[config.mk]
export PLATFORM = sky130hd
export DESIGN_NAME = iter_compare_unit
export DESIGN_NICKNAME = d
export VERILOG_FILES = /design/src/rtl/iter_compare_unit.sv
export SDC_FILE = /design/constraint.sdc
export NUM_CORES = 1
export LEC_CHECK = 0
export CAP_MARGIN = 5
export CORE_ASPECT_RATIO = 1.1
export CORE_MARGIN = 2
export CORE_UTILIZATION = 52
export CTS_CLUSTER_DIAMETER = 80
export DETAILED_ROUTE_END_ITERATION = 8
export PLACE_DENSITY = 0.82
export SLEW_MARGIN = 10
export SYNTH_ARGS = -nofsm -noshare
export SYNTH_HDL_FRONTEND = slang
export SYNTH_SLANG_ARGS = --single-unit
[constraint.sdc]
create_clock -name clk -period 2.6 [get_ports clk]
set_input_delay 0.26 -clock clk [delete_from_list [all_inputs] [get_ports clk]]
set_output_delay 0.26 -clock clk [all_outputs]
set_load 0.01 [all_outputs]
[src/rtl/iter_compare_unit.sv]
// iter_compare_unit: compare/count unit that sits beside the ALU.
// Single-cycle ops (SLT/SLTU/MOVZ/MOVN/branch tests) finish in one cycle;
// CLO/CLZ scan CHUNK bits per cycle from the MSB.
// Optional feature macro: CMP_EARLY_EXIT_EN (stop scanning at the first chunk
// that ends the leading run). Default build scans a fixed NSCAN chunks.
module iter_compare_unit #(
    parameter int unsigned WIDTH = 32,
    parameter int unsigned CHUNK = 4
) (
    input  logic             clk,
    input  logic             rst_n,
    input  logic             start_i,
    input  logic [3:0]       op_i,
    input  logic [WIDTH-1:0] a_i,
    input  logic [WIDTH-1:0] b_i,
    output logic             ready_o,
    output logic             busy_o,
    output logic             done_o,
    output logic [WIDTH-1:0] result_o,
    output logic             cond_o
);

    localparam int unsigned NSCAN = WIDTH / CHUNK;
    localparam int unsigned CNT_W = $clog2(WIDTH + 1);
    localparam int unsigned IDX_W = (NSCAN > 1) ? $clog2(NSCAN) : 1;
    localparam int unsigned LZC_W = $clog2(CHUNK + 1);

`ifdef CMP_EARLY_EXIT_EN
    localparam bit EARLY_EXIT = 1'b1;
`else
    localparam bit EARLY_EXIT = 1'b0;
`endif

    localparam logic [3:0] OP_SLT  = 4'd0;
    localparam logic [3:0] OP_SLTU = 4'd1;
    localparam logic [3:0] OP_CLO  = 4'd2;
    localparam logic [3:0] OP_CLZ  = 4'd3;
    localparam logic [3:0] OP_MOVZ = 4'd4;
    localparam logic [3:0] OP_MOVN = 4'd5;
    localparam logic [3:0] OP_EQ   = 4'd6;
    localparam logic [3:0] OP_NE   = 4'd7;
    localparam logic [3:0] OP_GEZ  = 4'd8;
    localparam logic [3:0] OP_GTZ  = 4'd9;
    localparam logic [3:0] OP_LTZ  = 4'd10;
    localparam logic [3:0] OP_LEZ  = 4'd11;

    typedef enum logic [1:0] {
        ST_IDLE = 2'd0,
        ST_SCAN = 2'd1,
        ST_DONE = 2'd2
    } state_e;

    state_e             state_q;
    logic               ready_q;
    logic               busy_q;
    logic               done_q;
    logic [WIDTH-1:0]   result_q;
    logic               cond_q;
    logic [WIDTH-1:0]   data_q;
    logic [CNT_W-1:0]   count_q;
    logic [IDX_W-1:0]   idx_q;
    logic               found_q;

    logic [WIDTH-1:0]   sc_result_c;
    logic               sc_cond_c;
    logic               a_neg_c;
    logic               a_zero_c;
    logic [CHUNK-1:0]   chunk_c;
    logic [LZC_W-1:0]   chunk_lz_c;
    logic [CNT_W-1:0]   count_next_c;
    logic               scan_stop_c;

    assign ready_o  = ready_q;
    assign busy_o   = busy_q;
    assign done_o   = done_q;
    assign result_o = result_q;
    assign cond_o   = cond_q;

    // Single-cycle op results computed straight from the live operands.
    always_comb begin
        sc_result_c = '0;
        sc_cond_c   = 1'b0;
        a_neg_c     = a_i[WIDTH-1];
        a_zero_c    = (a_i == '0);
        case (op_i)
            OP_SLT:  sc_cond_c = ($signed(a_i) < $signed(b_i));
            OP_SLTU: sc_cond_c = (a_i < b_i);
            OP_MOVZ: sc_cond_c = (b_i == '0);
            OP_MOVN: sc_cond_c = (b_i != '0);
            OP_EQ:   sc_cond_c = (a_i == b_i);
            OP_NE:   sc_cond_c = (a_i != b_i);
            OP_GEZ:  sc_cond_c = !a_neg_c;
            OP_GTZ:  sc_cond_c = !a_neg_c && !a_zero_c;
            OP_LTZ:  sc_cond_c = a_neg_c;
            OP_LEZ:  sc_cond_c = a_neg_c || a_zero_c;
            default: sc_cond_c = 1'b0;
        endcase
        case (op_i)
            OP_SLT, OP_SLTU, OP_EQ, OP_NE,
            OP_GEZ, OP_GTZ, OP_LTZ, OP_LEZ: sc_result_c = WIDTH'(sc_cond_c);
            OP_MOVZ, OP_MOVN:               sc_result_c = a_i;
            default:                        sc_result_c = '0;
        endcase
    end

    // Leading-zero run of the current top chunk and the updated count.
    always_comb begin
        chunk_c    = data_q[WIDTH-1 -: CHUNK];
        chunk_lz_c = LZC_W'(CHUNK);
        for (int i = 0; i < int'(CHUNK); i++) begin
            if (chunk_c[i]) begin
                chunk_lz_c = LZC_W'(int'(CHUNK) - 1 - i);
            end
        end
        count_next_c = found_q ? count_q : (count_q + CNT_W'(chunk_lz_c));
        scan_stop_c  = (idx_q == IDX_W'(NSCAN - 1)) ||
                       (EARLY_EXIT && (chunk_c != '0));
    end

    // Control FSM with registered handshake and result outputs.
    always_ff @(posedge clk or negedge rst_n) begin
        if (!rst_n) begin
            state_q  <= ST_IDLE;
            ready_q  <= 1'b1;
            busy_q   <= 1'b0;
            done_q   <= 1'b0;
            result_q <= '0;
            cond_q   <= 1'b0;
            data_q   <= '0;
            count_q  <= '0;
            idx_q    <= '0;
            found_q  <= 1'b0;
        end else begin
            done_q <= 1'b0;
            case (state_q)
                ST_IDLE: begin
                    if (start_i && ready_q) begin
                        ready_q <= 1'b0;
                        busy_q  <= 1'b1;
                        if (op_i == OP_CLO || op_i == OP_CLZ) begin
                            data_q  <= (op_i == OP_CLO) ? ~a_i : a_i;
                            count_q <= '0;
                            idx_q   <= '0;
                            found_q <= 1'b0;
                            state_q <= ST_SCAN;
                        end else begin
                            result_q <= sc_result_c;
                            cond_q   <= sc_cond_c;
                            done_q   <= 1'b1;
                            state_q  <= ST_DONE;
                        end
                    end
                end
                ST_SCAN: begin
                    count_q <= count_next_c;
                    found_q <= found_q || (chunk_c != '0);
                    data_q  <= data_q << CHUNK;
                    idx_q   <= idx_q + IDX_W'(1);
                    if (scan_stop_c) begin
                        result_q <= WIDTH'(count_next_c);
                        cond_q   <= (count_next_c == CNT_W'(WIDTH));
                        done_q   <= 1'b1;
                        state_q  <= ST_DONE;
                    end
                end
                ST_DONE: begin
                    ready_q <= 1'b1;
                    busy_q  <= 1'b0;
                    state_q <= ST_IDLE;
                end
                default: begin
                    ready_q <= 1'b1;
                    busy_q  <= 1'b0;
                    state_q <= ST_IDLE;
                end
            endcase
        end
    end

endmodule

==> flow_summary.toml <==
[status]
status = "complete, no violations"

[timing]
slew_violations = 0
hold_viol = 0
final-setup-viol-count = 0
max_slew_margin_pct = 32.2
period_needed_ns = 2.32
worst_pin_slew_ns = 1.02
period_share_pct = 89.3
rsz0062_at_grt = "no"
skew_ns = 0.0124
fmax_ghz = 0.431

[placed_design]
placed_cells = 830
gp_congestion = 0.983
dp_hpwl_mm = 11.2
io_buffers = 106

[global_routing]
gr-usage-all-layers_pct = 28.8
overflow = 0
met3_usage_pct = 5.15
use_met2_pct = 48.0
grt_start_max_net_pins = 81
grt_antenna_before_repair = 0
grt_pass1_wl_mm = 23.6
use_met1_pct = 36.6
top_usage_layer = "met2"
grt_pass1_vias = 4743

[floorplan]
fp.dieH_microns = 107
die_w_microns = 97.3
rows = 37
die_area_sq_um = 10400
floorplan.initialDensity_pct = 53.2
core_sq_um = 9350
ios = 107

[pwr]
ir_worst_vdd_uv = 448
p_leak_nw = 3.01
power_density_nw_per_um2 = 729

[clocking]
clockBufferDepth = 2
tritoncts = "built"
cts_resized = 0
post-cts-setup-buffers = 0
clkLatencyLatePin_ns = 0.36
cts-root-buf = "clkbuf_8"
htreeDepth = 3
cts_hold_buf = 0
cts.sinks = 80
cts_buffers = 9
cts.reportedPaths.clkPinSlew_ns = 0.09

[logic_synthesis]
ys.flop_type = "dfrtp_1"
synth.avg_cell_area_sq_um = 8.38
synth.top_cells.by_count = "nand2_1, dfrtp_1, a21oi_1"
synth_top_area_cell = "dfrtp_1"
synth-async-reset-ratio_pct = 100
yosys.cell_count.top_type = "nand2_1"
synth_area_leaders = "dfrtp_1, ha_1, nand2_1"
synth_top_area_share_pct = 39.7
synth_cells = 594
synth_area_sq_um = 4980
synth_fp_nets = 703
synth_edf_count = 0
ys_types = 50
ys_warn_count = 0
yosysSeqAreaShare_pct = 40.2
synth-seq-cells = 80

[detailed_routing]
vias_per_cell = 5.69
postRouteAntennaNets = 0
first_pass_iters = 4
wire_per_inst_microns = 17.3
drcViolationCount = 0
drt_iter0_drc = 441
routed_wl_mm = 14.6
vias = 4808

[critical_path]
max_stage_delay_ns = 0.40
cp-end-kind = "register"
crit_path_top_delay_cell = "dfrtp_1"
crit_path_max_fanout = 4
path_class = "register to register"
r2r_setup_slack_ns = 0.28
critical_path_arrival_ns = 2.58
crit_chain = "inv_1 > a21oi_1 > nor2_1 > ha_1 > fa_1 > a21oi_1 > nor3b_1 > xnor2_1 > nor3b_1 > nand4_1 > o311ai_1"
r2r_cells = 11
critPathTopFamily = "adder cells"
cp.required_ns = 2.86
r2r_end = "cond_o"
start_kind = "register"
crit_buf_inv = 1
timing.rr.start = "data_q[29]"

[worst_hold_path]
hp-class = "input port to asynchronous set/reset pin"

[layout]
antenna_cells = 0
fin_util_pct = 70.1
fillers = 739
area_delta_synth_final_pct = 31.7
fin_nets = 833
final_cells = 845
drive_gt1_share_pct = 9.75

[job]
max_cap_violations = 0
==> power breakdown <==
part           switching (W)  internal, W
Combinational       0.000977     0.000889
Sequential          0.000308      0.00168
Clock               0.000457     0.000465
==> cells by family (layout without fill, tap and decap cells) <==
logic type,Yosys count,after routing,share of synthesized area (%)
multiplexers,3,3,0.653
AND/OR/NAND/NOR,246,246,22.7
adder cells (fa/ha/maj),38,38,9.70
XOR/XNOR,38,38,6.69
buffers and inverters,67,201,6.08
flip-flops,80,80,40.2
AO/OA/AOI/OAI,122,122,14.0
==> through the flow <==
| step | setup WS [ns] | instance area, sq um | power (W) | hold WS, ns | setup TNS (ns) |
|---|---|---|---|---|---|
| final | 0.279 | 6560 | 0.00478 | 0.0703 | 0 |
| after global routing | 0.0486 | 6560 | 0.00510 | 0.148 | 0 |
| after CTS | 0.304 | 6560 | 0.00479 | 0.113 | 0 |
| after detailed placement | -0.0641 | 6370 | 0.00386 | 0.456 | -0.100 |
| after global placement | 0.0145 | 6370 | 0.00377 | 0.454 | 0 |
| after floorplan | 0.619 | 4980 | 0.00299 | -0.0356 | 0 |
==> worst max path at each step <==
stage,cells after the start,to,slack (ns),startpoint
floorplan,10,cond_o,0.62,data_q[28]
global placement,11,result_o[0],0.01,b_i[13]
detailed placement,9,cond_o,-0.06,a_i[15]
CTS,11,cond_o,0.30,data_q[29]
global route,11,cond_o,0.05,data_q[29]
finish,11,cond_o,0.28,data_q[29]
==> cells in the final DEF, fill, tap and decap left out, types with 2 or more instances in the layout <==
cell type	count
a21o_1	7
a21oi_1	56
a221oi_1	3
and4_1	2
buf_4	44
clkbuf_1	2
clkbuf_8	10
clkdlybuf4s50_1	105
dfrtp_1	79
ha_1	37
inv_1	36
mux2_2	2
nand2_1	118
nand2b_1	4
nand3_1	28
nand3b_1	2
nand4_1	10
nor2_1	49
nor3_1	4
nor3b_1	2
nor4_1	17
o211ai_1	2
o21ai_0	13
o21ai_1	29
xnor2_1	37
==> metal layers <==
| metal | share of wire [%] | vias to the layer above |
|---|---|---|
| met1 | 41 | 2283 |
| li1 | - | 2280 |
| met5 | 0 | - |
| met4 | 4.3 | 0 |
| met3 | 6.2 | 49 |
| met2 | 49 | 196 |
==> layout make-up <==
class / instances / area (sq um) / area share (%)
multi-input combinational: 447 / 2680 / 40.9
sequential: 80 / 2000 / 30.6
timing repair buffer: 150 / 1400 / 21.4
tap: 117 / 146 / 2.23
clock buffer: 12 / 145 / 2.21
inverter: 36 / 135 / 2.06
clock inverter: 3 / 42.5 / 0.649
==> state kept, by name, indices dropped and copies added (netlist names), 2 cells and up <==
register / flops
idx_q: 3
state_q: 2
result_o: 32
data_q: 32
count_q: 6
(Power assumes the default switching activity.)
